==> src/rtl/fft_stage_seq.sv <==
// fft_stage_seq: sequencing controller for one single-delay-feedback FFT butterfly stage.
// Optional macro FFT_STAGE_SEQ_OVERRUN_CHK_EN: ignore overrun alert_in and raise a sticky err.
module fft_stage_seq #(
    parameter int FRAME_LEN = 4,
    parameter int BF_LAT    = 1,
    parameter int MUL_LAT   = 2,
    parameter int TW_W      = ($clog2(FRAME_LEN / 2) < 1) ? 1 : $clog2(FRAME_LEN / 2)
) (
    input  logic            clk,
    input  logic            rst,
    input  logic            alert_in,
    output logic            mux_sel,
    output logic            bf_en,
    output logic            mul_en,
    output logic [TW_W-1:0] tw_idx,
    output logic            alert_out,
    output logic            busy,
    output logic            err
);

    localparam int HALF  = FRAME_LEN / 2;
    localparam int CNT_W = $clog2(FRAME_LEN);

    localparam logic [CNT_W-1:0] CNT_LAST  = CNT_W'(FRAME_LEN - 1);
    localparam logic [CNT_W-1:0] CNT_HALF  = CNT_W'(HALF);
    localparam logic [CNT_W-1:0] HALF_LAST = CNT_W'(HALF - 1);
    localparam logic [TW_W-1:0]  TW_LAST   = TW_W'(HALF - 1);

    typedef enum logic [1:0] {
        IDLE  = 2'd0,
        RUN   = 2'd1,
        FLUSH = 2'd2
    } state_t;

    state_t             state;
    logic [CNT_W-1:0]   cnt;
    logic               prev;
    logic [BF_LAT-1:0]  bf_pipe;
    logic [MUL_LAT-1:0] al_pipe;
    logic               mul_en_d;
    logic [TW_W-1:0]    tw_last;
    logic               mul_rise;

`ifdef FFT_STAGE_SEQ_OVERRUN_CHK_EN
    logic err_q;
`endif

    // prev marks a frame that follows another directly; its first half drains the previous frame.
    always_ff @(posedge clk) begin
        if (rst) begin
            state <= IDLE;
            cnt   <= '0;
            prev  <= 1'b0;
`ifdef FFT_STAGE_SEQ_OVERRUN_CHK_EN
            err_q <= 1'b0;
`endif
        end else begin
            case (state)
                IDLE: begin
                    if (alert_in) begin
                        state <= RUN;
                        cnt   <= '0;
                    end
                end
                RUN: begin
                    if (cnt == CNT_LAST) begin
                        cnt <= '0;
                        if (alert_in) begin
                            prev <= 1'b1;
                        end else begin
                            state <= FLUSH;
                        end
                    end else if (alert_in) begin
`ifdef FFT_STAGE_SEQ_OVERRUN_CHK_EN
                        err_q <= 1'b1;
                        cnt   <= cnt + 1'b1;
`else
                        cnt   <= '0;
                        prev  <= 1'b1;
`endif
                    end else begin
                        cnt <= cnt + 1'b1;
                    end
                end
                FLUSH: begin
                    if (alert_in) begin
                        state <= RUN;
                        cnt   <= '0;
                        prev  <= 1'b1;
                    end else if (cnt == HALF_LAST) begin
                        state <= IDLE;
                        cnt   <= '0;
                        prev  <= 1'b0;
                    end else begin
                        cnt <= cnt + 1'b1;
                    end
                end
                default: begin
                    state <= IDLE;
                    cnt   <= '0;
                    prev  <= 1'b0;
                end
            endcase
        end
    end

    assign bf_en   = (state == RUN) && (cnt >= CNT_HALF);
    assign mux_sel = (state == FLUSH) || ((state == RUN) && (cnt < CNT_HALF) && prev);

    assign mul_en   = bf_pipe[BF_LAT-1];
    assign mul_rise = mul_en && !mul_en_d;

    // Twiddle index restarts at each new mul_en run and holds between runs.
    always_comb begin
        tw_idx = tw_last;
        if (mul_en) begin
            if (!mul_en_d || (tw_last == TW_LAST)) begin
                tw_idx = '0;
            end else begin
                tw_idx = tw_last + 1'b1;
            end
        end
    end

    always_ff @(posedge clk) begin
        if (rst) begin
            bf_pipe  <= '0;
            al_pipe  <= '0;
            mul_en_d <= 1'b0;
            tw_last  <= '0;
        end else begin
            bf_pipe[0] <= bf_en;
            for (int i = 1; i < BF_LAT; i++) begin
                bf_pipe[i] <= bf_pipe[i-1];
            end
            al_pipe[0] <= mul_rise;
            for (int i = 1; i < MUL_LAT; i++) begin
                al_pipe[i] <= al_pipe[i-1];
            end
            mul_en_d <= mul_en;
            tw_last  <= tw_idx;
        end
    end

    assign alert_out = al_pipe[MUL_LAT-1];
    assign busy      = (state != IDLE) || (|bf_pipe) || (|al_pipe);

`ifdef FFT_STAGE_SEQ_OVERRUN_CHK_EN
    assign err = err_q;
`else
    assign err = 1'b0;
`endif

endmodule

==> config.mk <==
export PLATFORM = sky130hd
export DESIGN_NAME = fft_stage_seq
export DESIGN_NICKNAME = d
export VERILOG_FILES = /design/src/rtl/fft_stage_seq.sv
export SDC_FILE = /design/constraint.sdc
export NUM_CORES = 1
export LEC_CHECK = 0
export CAP_MARGIN = 20
export CELL_PAD_IN_SITES_DETAIL_PLACEMENT = 1
export CELL_PAD_IN_SITES_GLOBAL_PLACEMENT = 1
export CORE_MARGIN = 4
export CORE_UTILIZATION = 35
export DETAILED_ROUTE_END_ITERATION = 16
export GPL_ROUTABILITY_DRIVEN = 0
export PLACE_DENSITY_LB_ADDON = 0.1
export SKIP_CTS_REPAIR_TIMING = 1
export SYNTH_ARGS = -nofsm -noshare
export SYNTH_HDL_FRONTEND = slang
export SYNTH_SLANG_ARGS = --single-unit
export TNS_END_PERCENT = 50
==> constraint.sdc <==
create_clock -name clk -period 2.3 [get_ports clk]
set_input_delay 0.69 -clock clk [delete_from_list [all_inputs] [get_ports clk]]
set_output_delay 0.69 -clock clk [all_outputs]
set_load 0.01 [all_outputs]
==> impl_metrics.csv, run 1 <==
group,metric,value,unit
setup_path,crit_type,"reg2out",
timing,setup_viol,0,
die,design.die.area,0.00220,mm^2
power,clkPwrFrac,0.235,
detailed_routing,wl_met1,621,um
power,power_frac_comb,0.480,
finish,layout_commonest_cell,"dfxtp_1",
clock_tree,clk_latency,0.27,ns
setup_path,worstPathRequired,1.61,ns
synthesis,synth_top_area_share,0.377,
clock_tree,cts_made_buffers,3,
clock_tree,cts_sinks,10,
finish,final_nets,88,
clock_tree,cts_root_buf,"clkbuf_4",
placed_design,port_buffers,8,
global_routing,grt_pass1_vias,533,
setup_path,worstSetupStartpointType,"register",
global_routing,track_usage,0.161,
power,internal_power,0.445,mW
setup_path,worst-path-max-fanout,2,
power,ir_drop,0.349,mV
synthesis,synth_warnings,0,
synthesis,syn-instance-count,61,
finish,fill_cells,165,
die,io_pins,10,
setup_path,critical_path_arrival,1.58,ns
placed_design,hpwl,1.02,mm
finish,ff_latch_area,201,um^2
detailed_routing,routed_via_density,5.25,
finish,drive_gt1_frac,0.234,
die,die_y,46.9,um
die,initial_core_util,0.388,
detailed_routing,ant_nets,0,
detailed_routing,first_pass_iters,4,
synthesis,ys_seq_area_frac,0.377,
die,core,0.00137,mm^2
synthesis,synth_top_cell_by_area,"dfxtp_1",
global_routing,grt_max_degree,10,
power,power,0.694,mW
global_routing,grt_pass1_wl,2.37,mm
detailed_routing,drt-total-wl,1.34,mm
synthesis,yosysUniqueCellTypes,23,
die,rows,13,
power,p_sw_frac,0.358,
timing,finalHoldViolations,0,
placed_design,dpl_cell_area,663,um^2
clock_tree,cts_tree,"yes",
timing,slew_violations,0,
timing,finalClockSkew,0.00241,ns
synthesis,netlist_area,531,um^2
detailed_routing,top_layer,"met4",
detailed_routing,drc_errors,0,
global_routing,overflow,0,
timing,period_needed,2.27,ns
clock_tree,cts_max_level,1,
power,p_leak,0.335,nW
power,power_density,973,mW/mm^2
power,pwr-share-seq,0.284,
clock_tree,clock_path_buffers,2,
outcome,outcome,"finished, final reports clean",
die,die_w,46.9,um
finish,layout_common_cells,"9 x dfxtp_1, 7 x a21oi_1, 6 x inv_1, 6 x buf_4",
timing,setup-tns-final,0,ns
timing,finalCritPeriodShare,0.986,
worst_hold_path,hold_path_class,"reg2reg",
synthesis,synth_seq_cells,10,
timing,fmax,441,MHz
timing,setup_slack,0.0322,ns
clock_tree,cts.clk_slew.worst_paths,0.07,ns
detailed_routing,route.met2.wl,653,um
synthesis,synth_area_leaders,"dfxtp_1 38%, ha_1 17%, a21oi_1 6.6%",
detailed_routing,first_iter_violations,6,
finish,area_delta_synth_final,34.4,%
timing,rsz0062_at_grt,"true",
synthesis,syn_nets,71,
setup_path,endpoint_kind,"primary output",
placed_design,pre_cts_ws,0.00605,ns
global_routing,antenna_found_initial,0,
synthesis,postSynthAreaPerCell,8.70,um^2
finish,design_area,713,um^2
finish,multi_input_area,298,um^2
detailed_routing,met3WireLength,44,um
power,switchingPower,0.248,mW
run,maxCapViolCount,0,
detailed_routing,routedWlPerCell,14.6,um
finish,antenna_cells,0,
detailed_routing,num_vias,483,
layout make-up:
class | instances | share of cell area
Inverter | 7 | 0.0368
Multi-Input combinational cell | 42 | 0.418
Sequential cell | 10 | 0.282
Clock buffer | 4 | 0.0509
Timing Repair Buffer | 14 | 0.186
Tap cell | 15 | 0.0263
flip-flops by register name, indices dropped and copies added (netlist names):
register,cells
mul_en_d,1
state,2
tw_last,1
cnt,2
prev,1
al_pipe,2
mul_en,1
power groups by stage:
stage	Combinational [mW]	Clock [mW]	Sequential, mW
floorplan	0.169	0	0.204
CTS	0.334	0.170	0.197
global route	0.371	0.179	0.199
global placement	0.328	0	0.199
finish	0.333	0.163	0.197
detailed placement	0.333	0	0.201
synthesized netlist by cell type (all sizes together):
cell type	number
or4	2
clkbuf	1
conb	1
o31ai	1
dfxtp	10
ha	7
nand3	1
inv	7
a211oi	1
nor2b	4
nor2	2
o2111ai	1
mux2i	1
or3	1
nand2	3
nand2b	1
o21ai	4
a21oi	8
a31o	1
nor3	3
buf	1
metal layers:
layer | up-vias | global-route usage
li1 | 239 | -
met3 | 4 | 0.0575
met2 | 7 | 0.225
met4 | 0 | 0.110
met1 | 233 | 0.206
met5 | - | 0
final timing paths:
check | startpoint | endpoint | slack, ns | depth (start not counted)
max | state[0] | busy | 0.03 | 5
min | mul_en_d | al_pipe[0] | 0.42 | 1
max reg2reg | state[1] | state[0] | 0.59 | 7
min reg2reg | mul_en_d | al_pipe[0] | 0.42 | 1
logic make-up after synthesis:
group / after synthesis / synth area share
multiplexers: 1 / 0.0189
flip-flops: 10 / 0.377
AO/OA/AOI/OAI: 16 / 0.182
buffers and inverters: 9 / 0.0707
other: 1 / 0.00707
AND/OR/NAND/NOR: 17 / 0.179
adder cells (fa/ha/maj): 7 / 0.165
through the flow:
stage / instances / hold slack (ns) / utilization
after floorplan: 61 / 0.392 / -
after global placement: 88 / 0.407 / 0.485
after detailed placement: 88 / 0.410 / 0.485
after global routing: 92 / 0.437 / 0.522
final: 92 / 0.417 / 0.522
after CTS: 92 / 0.422 / 0.512
worst max-delay path, stage by stage, from the launching register on:
cell	delay, ns
dfxtp_1	0.31
inv_1	0.09
ha_2	0.19
inv_2	0.04
or4_1	0.50
dlymetal6s2s_1	0.18
No activity file was read; power rests on OpenSTA's default activity.
==> run 2, diff against run 1 <==
- HOLD_SLACK_MARGIN: default -> 0.1
==> results of run 2 <==
Same layout as run 1: the final DEF is identical, and so are final timing and power.
